## config.mk

```make
export PLATFORM = sky130hd
export DESIGN_NAME = eth_fcs_appender
export DESIGN_NICKNAME = d
export VERILOG_FILES = /design/src/rtl/eth_fcs_appender.sv
export SDC_FILE = /design/constraint.sdc
export NUM_CORES = 1
export LEC_CHECK = 0
export BUFFER_PORTS_ARGS = -buffer_cell sky130_fd_sc_hd__buf_4
export CAP_MARGIN = 10
export CORE_AREA = 2 2 118 120
export DETAILED_ROUTE_END_ITERATION = 6
export DIE_AREA = 0 0 120 122
export GPL_TIMING_DRIVEN = 0
export PLACE_DENSITY = 0.57
export SLEW_MARGIN = 20
export SYNTH_ARGS = -nofsm -noshare
export SYNTH_HDL_FRONTEND = slang
export SYNTH_SLANG_ARGS = --single-unit
```

## constraint.sdc

```tcl
create_clock -name clk -period 2.92 [get_ports clk]
set_input_delay 0.146 -clock clk [delete_from_list [all_inputs] [get_ports clk]]
set_output_delay 0.146 -clock clk [all_outputs]
set_load 0.02 [all_outputs]
```

## src/rtl/eth_fcs_appender.sv

```systemverilog
// Purpose: byte-serial Ethernet FCS stage; forwards frame bytes, zero-pads short frames, appends CRC-32 FCS.
// Latency: one cycle from input accept to registered output presentation.
// Backpressure: m_ready low holds the output register stable and drops s_ready; s_ready is also low during PAD and FCS.
//
// Ports:
//   clk, rst_n                 rising-edge clock, asynchronous active-low reset
//   s_data/s_valid/s_last      input frame byte stream, s_ready accepts it
//   m_data/m_valid/m_last      registered output byte stream, m_last on final FCS byte, m_ready accepts it
//   frame_done                 one-cycle pulse after the final FCS byte is accepted downstream
module eth_fcs_appender #(
    parameter int MIN_FRAME_BYTES = 60,
    parameter int CNT_W           = 11
) (
    input  logic       clk,
    input  logic       rst_n,
    input  logic [7:0] s_data,
    input  logic       s_valid,
    input  logic       s_last,
    output logic       s_ready,
    output logic [7:0] m_data,
    output logic       m_valid,
    output logic       m_last,
    input  logic       m_ready,
    output logic       frame_done
);

    localparam logic [31:0]      CRC_POLY = 32'h04C11DB7;
    localparam logic [31:0]      CRC_INIT = 32'hFFFFFFFF;
    localparam logic [CNT_W-1:0] MIN_CNT  = CNT_W'(MIN_FRAME_BYTES);
    localparam logic [CNT_W-1:0] CNT_MAX  = {CNT_W{1'b1}};
    localparam logic [CNT_W-1:0] CNT_ONE  = CNT_W'(1);

    typedef enum logic [1:0] {IDLE, DATA, PAD, FCS} state_t;

    function automatic logic [7:0] rev8(input logic [7:0] b);
        logic [7:0] r;
        for (int i = 0; i < 8; i++) r[i] = b[7-i];
        return r;
    endfunction

    function automatic logic [31:0] rev32(input logic [31:0] b);
        logic [31:0] r;
        for (int i = 0; i < 32; i++) r[i] = b[31-i];
        return r;
    endfunction

    // MSB-first shift of 8 bits; callers pass the bit-reversed byte so the
    // Ethernet LSB-first bit order is honoured.
    function automatic logic [31:0] step8(input logic [31:0] c_in, input logic [7:0] b);
        logic [31:0] c;
        logic        fb;
        c = c_in;
        for (int i = 7; i >= 0; i--) begin
            fb = c[31] ^ b[i];
            c  = {c[30:0], 1'b0};
            if (fb) c = c ^ CRC_POLY;
        end
        return c;
    endfunction

    state_t           state, state_nxt;
    logic [31:0]      crc, crc_nxt;
    logic [CNT_W-1:0] count, cnt_nxt, cnt_inc;
    logic [1:0]       fcs_idx, idx_nxt;
    logic [7:0]       data_nxt;
    logic             valid_nxt, last_nxt, done_nxt;
    logic             out_free, s_acc;
    logic [31:0]      fcs;
    logic [7:0]       fcs_byte;

    // Output register can take a new byte when empty or being drained this cycle.
    assign out_free = !m_valid || m_ready;
    assign s_ready  = ((state == IDLE) || (state == DATA)) && out_free;
    assign s_acc    = s_valid && s_ready;

    // Saturating increment: long frames never wrap back below the pad threshold.
    assign cnt_inc  = (count == CNT_MAX) ? count : count + CNT_ONE;

    assign fcs      = ~rev32(crc);
    assign fcs_byte = fcs[{fcs_idx, 3'b000} +: 8];

    always_comb begin
        state_nxt = state;
        data_nxt  = m_data;
        valid_nxt = m_valid && !m_ready;
        last_nxt  = m_valid && m_last && !m_ready;
        crc_nxt   = crc;
        cnt_nxt   = count;
        idx_nxt   = fcs_idx;
        done_nxt  = m_valid && m_ready && m_last;

        case (state)
            IDLE: begin
                if (s_acc) begin
                    data_nxt  = s_data;
                    valid_nxt = 1'b1;
                    last_nxt  = 1'b0;
                    crc_nxt   = step8(CRC_INIT, rev8(s_data));
                    cnt_nxt   = CNT_ONE;
                    idx_nxt   = 2'd0;
                    if (s_last) state_nxt = (CNT_ONE < MIN_CNT) ? PAD : FCS;
                    else        state_nxt = DATA;
                end
            end
            DATA: begin
                if (s_acc) begin
                    data_nxt  = s_data;
                    valid_nxt = 1'b1;
                    last_nxt  = 1'b0;
                    crc_nxt   = step8(crc, rev8(s_data));
                    cnt_nxt   = cnt_inc;
                    idx_nxt   = 2'd0;
                    if (s_last) state_nxt = (cnt_inc < MIN_CNT) ? PAD : FCS;
                end
            end
            PAD: begin
                if (out_free) begin
                    data_nxt  = 8'h00;
                    valid_nxt = 1'b1;
                    last_nxt  = 1'b0;
                    crc_nxt   = step8(crc, 8'h00);
                    cnt_nxt   = cnt_inc;
                    idx_nxt   = 2'd0;
                    if (cnt_inc >= MIN_CNT) state_nxt = FCS;
                end
            end
            FCS: begin
                if (out_free) begin
                    data_nxt  = fcs_byte;
                    valid_nxt = 1'b1;
                    last_nxt  = (fcs_idx == 2'd3);
                    idx_nxt   = fcs_idx + 2'd1;
                    if (fcs_idx == 2'd3) begin
                        state_nxt = IDLE;
                        crc_nxt   = CRC_INIT;
                        cnt_nxt   = '0;
                    end
                end
            end
            default: state_nxt = IDLE;
        endcase
    end

    always_ff @(posedge clk or negedge rst_n) begin
        if (!rst_n) begin
            state      <= IDLE;
            crc        <= CRC_INIT;
            count      <= '0;
            fcs_idx    <= 2'd0;
            m_data     <= 8'h00;
            m_valid    <= 1'b0;
            m_last     <= 1'b0;
            frame_done <= 1'b0;
        end else begin
            state      <= state_nxt;
            crc        <= crc_nxt;
            count      <= cnt_nxt;
            fcs_idx    <= idx_nxt;
            m_data     <= data_nxt;
            m_valid    <= valid_nxt;
            m_last     <= last_nxt;
            frame_done <= done_nxt;
        end
    end

endmodule

```

Yosys cells after proc, flatten, opt, wreduce, memory -nomap -nowiden

Cells that the tools add are included.

Register bits after elaboration: 58
Latch bits: 0
Memory bits (writable): 0
ROM bits: 0
Input port bits: 13
Output and inout bits: 12
Word-level logic and storage cells: 185
Memories kept: 0

Add/sub/neg operators: 2
Multipliers: 0
Div/mod/pow operators: 0
$lt $le $gt $ge: 2
Equal/unequal tests: 13
Shift operators: 1
Mux-type cells: 104
Bitwise logic cells: 38
Reduce and logical (&&, ||, !) cells: 17

Operator list:

| cell                                                                                 | count |
|---|---|
| 32-bit 2-to-1 mux                                                                    | 47 |
| 27-bit 2-to-1 mux                                                                    | 24 |
| 14-bit NOT                                                                           | 22 |
| 32-bit one-hot mux with 4 select lines                                               | 1 |
| 11-bit 2-to-1 mux                                                                    | 6 |
| 11-bit one-hot mux with 4 select lines                                               | 1 |
| 32-bit NOT                                                                           | 1 |
| 32-bit by 6-bit variable part select with 8-bit output                               | 1 |
| 8-bit 2-to-1 mux                                                                     | 3 |
| 8-bit one-hot mux with 3 select lines                                                | 1 |
| 2-bit 2-to-1 mux                                                                     | 11 |
| 1-bit bitwise XOR                                                                    | 15 |
| 2-bit inequality test, second input constant                                         | 7 |
| 11-bit by 1-bit adder with 11-bit output, second input constant                      | 1 |
| 11-bit equality test, second input constant                                          | 1 |
| 11-bit by 6-bit greater-or-equal comparator with 1-bit output, second input constant | 1 |
| 11-bit by 6-bit < comparator with 1-bit output, second input constant                | 1 |
| 2-bit one-hot mux with 4 select lines                                                | 1 |
| 1-bit logical AND                                                                    | 7 |
| 7-bit AND reduction                                                                  | 1 |
| 2-bit equality test, second input constant                                           | 3 |
| 1-bit 2-to-1 mux                                                                     | 6 |
| 2-bit one-hot mux with 3 select lines                                                | 1 |
| 5-bit AND reduction                                                                  | 1 |
| other kinds (10)                                                                     | 13 |

Longest topological paths before layout

Gate-level depths: netlist of the first run.

Depth after elaboration: 34
Depth in mapped cells: 11
Depth with buffers taken out: 8

Least setup slack after synthesis of the first run

OpenSTA, ideal clock, no wires.

Path kind: register -> register
Start: reg crc[24]
End: reg crc[8]
Setup time: 87 ps
Arrival time: 2180 ps
Required time: 2833 ps
Slack: 653 ps
Cell stages (with the launch flop): 8
Buffers on the path: 1
Clock period less this slack: 2267 ps
Cell sequence: dfstp_2 -> buf_6 -> xor2_4 -> xnor3_2 -> xnor3_2 -> xnor2_1 -> a221oi_1 -> nor3_1

Cells in the longest elaborated chain, start to end: 21
Elaborated cells between the ends (all ways): 40
Those cells by class: mux: 37; bitwise: 3

RTL lines:

| item                                       | line | source |
|---|---|---|
| from (decl)                                | 62   | `logic [31:0] crc, crc_nxt;` |
| from (signal assigned)                     | 156  | `crc <= crc_nxt;` |
| 27-bit 2-to-1 mux                          | 56   | `if (fb) c = c ^ CRC_POLY;` |
| 32-bit 2-to-1 mux                          | 106  | `if (s_acc) begin` |
| 32-bit 2-to-1 mux                          | 92   | `case (state)` |
| 14-bit NOT (no line)                       | n/a  |  |
| 27-bit 2-to-1 mux                          | 56   |  |
| 32-bit 2-to-1 mux                          | 106  |  |
| 32-bit 2-to-1 mux                          | 92   |  |
| 32-bit 2-to-1 mux                          | 106  |  |
| [... 5 more ...]                           | n/a  |  |
| 32-bit 2-to-1 mux                          | 106  |  |
| 32-bit 2-to-1 mux                          | 92   |  |
| 32-bit 2-to-1 mux                          | 106  |  |
| 32-bit 2-to-1 mux                          | 92   |  |
| 1-bit bitwise XOR                          | 54   | `fb = c[31] ^ b[i];` |
| 27-bit 2-to-1 mux                          | 56   |  |
| 32-bit 2-to-1 mux                          | 106  |  |
| 32-bit one-hot mux with 4 select lines (*) | 92   |  |

Mark *: on every way between the ends. The rest lies on a longest branch, timed or not. The select of a mux whose other input is x is not followed.
A chain may end at the register's enable or synchronous reset.

Worst setup path after layout of the first run

Start: reg state[0]
End: reg crc[2]

Cells in the longest elaborated chain, start to end: 6
Elaborated cells between the ends (all ways): 14
Those cells by class: eq/ne: 8; mux: 1; reduce/logical: 5

RTL lines:

| item                                                                                | line   | source |
|---|---|---|
| from (decl)                                                                         | 61     | `state_t state, state_nxt;` |
| from (signal assigned)                                                              | 155    | `state <= state_nxt;` |
| 2-bit by 1-bit equality test with 1-bit output or 2-bit logical NOT (tied branches) | 73, 92 |  |
| 1-bit logical OR                                                                    | 73     | `assign s_ready = ((state == IDLE) \|\| (state == DATA)) && out_free;` |
| 1-bit logical AND                                                                   | 73     |  |
| 1-bit logical AND                                                                   | 74     | `assign s_acc = s_valid && s_ready;` |
| 2-bit inequality test (no line)                                                     | n/a    |  |
| 5-bit AND reduction (no line)                                                       | n/a    |  |

Parallel ways exist; a longest one is shown, timed or not.

==> impl_metrics.env, run 1 <==
export IMPL_async_flop_share_pct=100
export IMPL_ant_nets=0
export IMPL_gp_congestion=0.974
export IMPL_synth_simple_area_share_pct=7.85
export IMPL_vias=4282
export IMPL_synth_edf_count=0
export IMPL_io_pins=25
export IMPL_cts_max_level=3
export IMPL_die_width_um=120
export IMPL_rows=43
export IMPL_finalHoldViolCount=0
export IMPL_port_buffers=16
export IMPL_synth_area_mux_share_pct=3.94
export IMPL_cts_setup_buffers=0
export IMPL_synth_warnings=0
export IMPL_cp_start_kind="flip-flop"
export IMPL_die_height_um=122
export IMPL_synth_top_family_by_area="XOR/XNOR gates"
export IMPL_yosys_cell_count_top_type="xnor2_1"
export IMPL_grt_ovfl_total=0
export IMPL_crit_path_end_kind="flip-flop"
export IMPL_ys_types=56
export IMPL_cts_root_buf="clkbuf_16"
export IMPL_insertion_delay_ns=0.35
export IMPL_crit_fanout=10
export IMPL_rsz0062_at_grt="yes"
export IMPL_holdPathEnd="frame_done"
export IMPL_yosys_top_cells_area="xnor2_1 (17%), dfstp_2 (16%), dfrtp_1 (12%)"
export IMPL_cp_arrival_ns=3.06
export IMPL_tightest_slew_ns=0.960
export IMPL_synthAdderAreaFrac_pct=1.44
export IMPL_finalSetupViolCount=0
export IMPL_r2r_setup_slack_ns=0.14
export IMPL_hold_class="in -> reg"
export IMPL_drv_cap=0
export IMPL_whs_path_depth=2
export IMPL_place_hpwl_um=11600
export IMPL_nets=584
export IMPL_synth_compound_area_share_pct=19.6
export IMPL_netlist_area_mm2=0.00521
export IMPL_startpoint="state[0]"
export IMPL_firstDrtPassIters=5
export IMPL_drt_wl_total_um=16300
export IMPL_grt_pass1_vias=4343
export IMPL_required_ns=3.20
export IMPL_worst_setup_path_type="reg -> reg"
export IMPL_core_area_mm2=0.0135
export IMPL_diodes=0
export IMPL_fmax_mhz=360
export IMPL_drcViolationCount=0
export IMPL_drt_wirelength_per_cell_um=21.7
export IMPL_tns_ns=0
export IMPL_grt_pass1_wl_um=25400
export IMPL_initial_utilization_pct=38.6
export IMPL_syn2layout_area_growth_pct=12.2
export IMPL_tritoncts="yes"
export IMPL_synth_seq_cells=58
export IMPL_reg2reg_depth=9
export IMPL_cts_buffers=9
export IMPL_die_area_mm2=0.0146
export IMPL_r2r_start="state[0]"
export IMPL_synthesis_nets=556
export IMPL_status="finished clean"
export IMPL_fin_skew_ns=0.0102
export IMPL_grt_max_degree=59
export IMPL_synth_common_cells="xnor2_1 (100), xor2_1 (55), a21oi_1 (40)"
export IMPL_maxSlewHeadroom_pct=35.6
export IMPL_reg2reg_to="crc[2]"
export IMPL_period_needed_ns=2.78
export IMPL_synth_cells=537
export IMPL_synth_xor_area_share_pct=32.4
export IMPL_synth_top_area_cell="xnor2_1"
export IMPL_clock_path_buffers=2
export IMPL_synth_top_cell_area_share_pct=16.8
export IMPL_cts_clk_slew_worst_paths_ns=0.05
export IMPL_grt_total_usage_pct=23.2
export IMPL_yosys_most_used_dff="dfstp_2"
export IMPL_antenna_found_initial=0
export IMPL_drtIter0Drc=450
export IMPL_drive_gt1_share_pct=18.9
export IMPL_finalCritPeriodShare_pct=95.2
export IMPL_vias_per_cell=5.71
export IMPL_ys_seq_area_share_pct=28.6
export IMPL_syn_area_per_cell_um2=9.71
export IMPL_slew_violations=0
export IMPL_clkSinkCount=58
export IMPL_worstHoldStart="m_ready"
flip-flops by register name, indices dropped and copies added (netlist names):
signal	count
fcs_idx	2
frame_done	1
m_last	1
count	11
m_valid	1
state	2
m_data	8
crc	32
critical path: stages (launching register included):
cell	delay [ns]
dfrtp_1	0.40
inv_1	0.11
ha_1	0.18
clkbuf_1	0.37
or2_2	0.19
clkbuf_1	0.36
clkbuf_1	0.52
a221oi_1	0.15
o221ai_1	0.25
o21a_1	0.18
layout by cell type, fill, tap and decap left out, types with 19 or more instances in the layout:
master,instances
a21oi_1,40
a221oi_1,24
buf_4,20
clkbuf_1,29
dfrtp_1,26
dfstp_2,32
nand2_1,19
nor2_1,23
o21ai_0,28
xnor2_1,100
xor2_1,55
worst max path at each step:
| stage | to | slack, ns |
|---|---|---|
| 5_1_grt | fcs_idx[1] | 0.009 |
| 3_5_place_dp | crc[9] | 0.03 |
| 3_3_place_gp | crc[9] | 0.06 |
| 6_report | crc[2] | 0.14 |
| 4_1_cts | crc[9] | 0.02 |
| 2_1_floorplan | crc[8] | 0.65 |
area by class of cell:
cell class,instances,area [µm²]
timing repair buffer,17,130
clock inverter,3,17.5
clock buffer,13,250
tap,180,225
inverter,8,30.0
buffer,49,300
fill,1334,7650
multi-input combinational,422,3410
sequential,58,1490
cells by family (layout without fill, tap and decap cells):
kind of cell / Yosys count / count (layout)
compound gates: 153 / 153
xor+xnor: 169 / 169
fa+ha+maj: 6 / 6
buf+inv: 57 / 90
flops: 58 / 58
mux: 10 / 10
simple gates: 84 / 84
what timing repair did:
item,in CTS,in global routing
endpoints found under the hold margin,26,0
setup endpoints to repair,0,39
hold buffers,1,0
gates resized for setup,0,12
routing by layer:
metal	track usage, %	wire length, µm
met5	0	0
met4	11.1	562
met3	4.03	1120
met2	35.8	7230
met1	31.6	7350
metrics by stage:
| stage | hold slack (ns) | util [%] | area (µm²) | setup WS (ns) | cells |
|---|---|---|---|---|---|
| floorplan | -0.150 | - | 5210 | 0.653 | 537 |
| global placement | 0.277 | 41.2 | 5560 | 0.0640 | 733 |
| detailed placement | 0.277 | 41.2 | 5560 | 0.0324 | 733 |
| CTS | 0.0512 | 43.2 | 5840 | 0.0198 | 750 |
| global route | 0.0695 | 43.3 | 5850 | 0.00903 | 750 |
| finish | 0.0545 | 43.3 | 5850 | 0.141 | 750 |
Power of run 1 is left out: the tool's default activity adds up to more than one toggle a clock period on the data nets, which glitch-free logic cannot reach.
==> run 2, diff against run 1 <==
--- a/config.mk
+++ b/config.mk
@@ -6,12 +6,12 @@
 export NUM_CORES = 1
 export LEC_CHECK = 0
 export BUFFER_PORTS_ARGS = -buffer_cell sky130_fd_sc_hd__buf_4
-export CAP_MARGIN = 10
-export CORE_AREA = 2 2 118 120
+export CAP_MARGIN = 20
+export CORE_AREA = 2 2 135 137
 export DETAILED_ROUTE_END_ITERATION = 6
-export DIE_AREA = 0 0 120 122
+export DIE_AREA = 0 0 137 139
 export GPL_TIMING_DRIVEN = 0
-export PLACE_DENSITY = 0.57
+export PLACE_DENSITY = 0.46
 export SLEW_MARGIN = 20
 export SYNTH_ARGS = -nofsm -noshare
 export SYNTH_HDL_FRONTEND = slang
==> impl_metrics.env, run 2 (synthesis gave the netlist of run 1 again) <==
export IMPL_status="finished clean"
export IMPL_layout_common_cells="xnor2_1 (100), xor2_1 (55), a21oi_1 (40)"
export IMPL_die_area_mm2=0.0190
export IMPL_syn2layout_area_growth_pct=13.9
export IMPL_die_height_um=139
export IMPL_crit_fanout=10
export IMPL_crit_top_cell="clkbuf_1"
export IMPL_vias_per_cell=5.40
export IMPL_cpPeakStageDelay_ns=0.40
export IMPL_io_pins=25
export IMPL_place_hpwl_um=12500
export IMPL_finalSetupViolCount=0
export IMPL_cts_max_level=3
export IMPL_fin_skew_ns=0.00604
export IMPL_crit_path_end_kind="flip-flop"
export IMPL_grt_ovfl_total=0
export IMPL_cts_setup_buffers=0
export IMPL_crit_family="buffers and inverters"
export IMPL_drt_wl_total_um=17500
export IMPL_vias=4309
export IMPL_cts_buffers=9
export IMPL_die_width_um=137
export IMPL_tritoncts="yes"
export IMPL_cts_root_buf="clkbuf_16"
export IMPL_grt_pass1_wl_um=26500
export IMPL_fin_area_mm2=0.00594
export IMPL_slowest_stage="dfrtp_1"
export IMPL_ant_nets=0
export IMPL_fin_util_pct=33.6
export IMPL_tns_ns=0
export IMPL_rsz0062_at_grt="no"
export IMPL_diodes=0
export IMPL_clkSinkCount=58
export IMPL_antenna_found_initial=0
export IMPL_fmax_mhz=367
export IMPL_hold_class="in -> reg"
export IMPL_drtIter0Drc=440
export IMPL_port_buffers=16
export IMPL_drv_cap=0
export IMPL_path_buf_inv=4
export IMPL_drt_wirelength_per_cell_um=21.9
export IMPL_core_area_mm2=0.0177
export IMPL_finalHoldViolCount=0
export IMPL_cp_start_kind="flip-flop"
export IMPL_gp_congestion=0.907
export IMPL_insertion_delay_ns=0.34
export IMPL_initial_utilization_pct=29.5
export IMPL_grt_pass1_vias=4237
export IMPL_cp_arrival_ns=2.97
export IMPL_placed_cell_area_mm2=0.00562
export IMPL_drive_gt1_share_pct=20.2
export IMPL_cts_clk_slew_worst_paths_ns=0.06
export IMPL_rows=49
export IMPL_maxSlewHeadroom_pct=29.5
export IMPL_drcViolationCount=0
export IMPL_grt_max_degree=59
export IMPL_regMostFlops="crc"
export IMPL_nets=583
export IMPL_clock_path_buffers=2
export IMPL_nFillCells=1832
export IMPL_grt_total_usage_pct=18.9
export IMPL_slew_violations=0
export IMPL_firstDrtPassIters=5
export IMPL_required_ns=3.17
export IMPL_finalCritPeriodShare_pct=93.3
export IMPL_largest_reg_flops=32
export IMPL_path_cells="inv_1, ha_1, clkbuf_1, or2_2, clkbuf_1, or2_2, clkbuf_1, a221oi_1, a311oi_1"
export IMPL_r2r_setup_slack_ns=0.20
export IMPL_largestRegisters="crc: 32 flops, count: 11 flops, m_data: 8 flops"
export IMPL_period_needed_ns=2.72
export IMPL_mostFrequentLayoutCell="xnor2_1"
export IMPL_tightest_slew_ns=1.05
export IMPL_worst_setup_path_type="reg -> reg"
run 2: cell types whose count changed in the layout (fill, tap and decap cells not counted), sizes merged:
cell,previous run,this run
clkbuf,48,46
clkinvlp,1,2
run 2: repair_timing:
item | 4_1_cts | 5_1_grt
resized for setup | 4 | 12
hold buffers | 1 | 0
setup endpoints to repair | 16 | 34
pin swaps | 0 | 0
hold endpoints to repair | 26 | 0
run 2: per-stage QoR:
step | hold WS, ns | std cells | worst slack, ns
2_1_floorplan | -0.150 | 537 | 0.653
3_3_place_gp | 0.289 | 782 | -0.0371
3_5_place_dp | 0.291 | 782 | -0.0909
4_1_cts | 0.0515 | 799 | 0.0437
5_1_grt | 0.0617 | 798 | 0.0251
6_report | 0.0614 | 798 | 0.197
run 2: layout make-up:
type / instances / area [µm²] / share of cell area, %
Clock inverter: 4 / 25.0 / 0.421
Tap cell: 229 / 287 / 4.83
Inverter: 8 / 30.0 / 0.506
Clock buffer: 12 / 267 / 4.49
Sequential cell: 58 / 1490 / 25.1
Timing Repair Buffer: 17 / 130 / 2.19
Buffer: 48 / 300 / 5.06
Multi-Input combinational cell: 422 / 3410 / 57.4
run 2: worst reg2reg max path: cells and delay by family, from the launching register on:
family          cells  cell delay, ns
simple gates        2            0.38
compound gates      2            0.43
flops               1            0.40
fa+ha+maj           1            0.18
buf+inv             4            1.25
run 2: worst paths after layout:
path                       startpoint    endpoint  depth (start not counted)
max                          state[0]     crc[26]                          9
min                           m_ready  frame_done                          2
max reg2reg                  state[0]     crc[26]                          9
min reg2reg                   crc[10]     crc[10]                          2
max in group asynchronous       rst_n    count[2]                          2
min in group asynchronous       rst_n   m_data[2]                          2
run 2: metal layers:
layer | vias to the layer above | GRT usage (%) | share of wire [%]
li1 | 1951 | - | -
met1 | 2166 | 25.5 | 44
met2 | 154 | 29.1 | 47
met3 | 38 | 3.33 | 5.4
met4 | 0 | 9.12 | 3.4
met5 | - | 0 | 0
Power of run 2 is left out for the same reason.
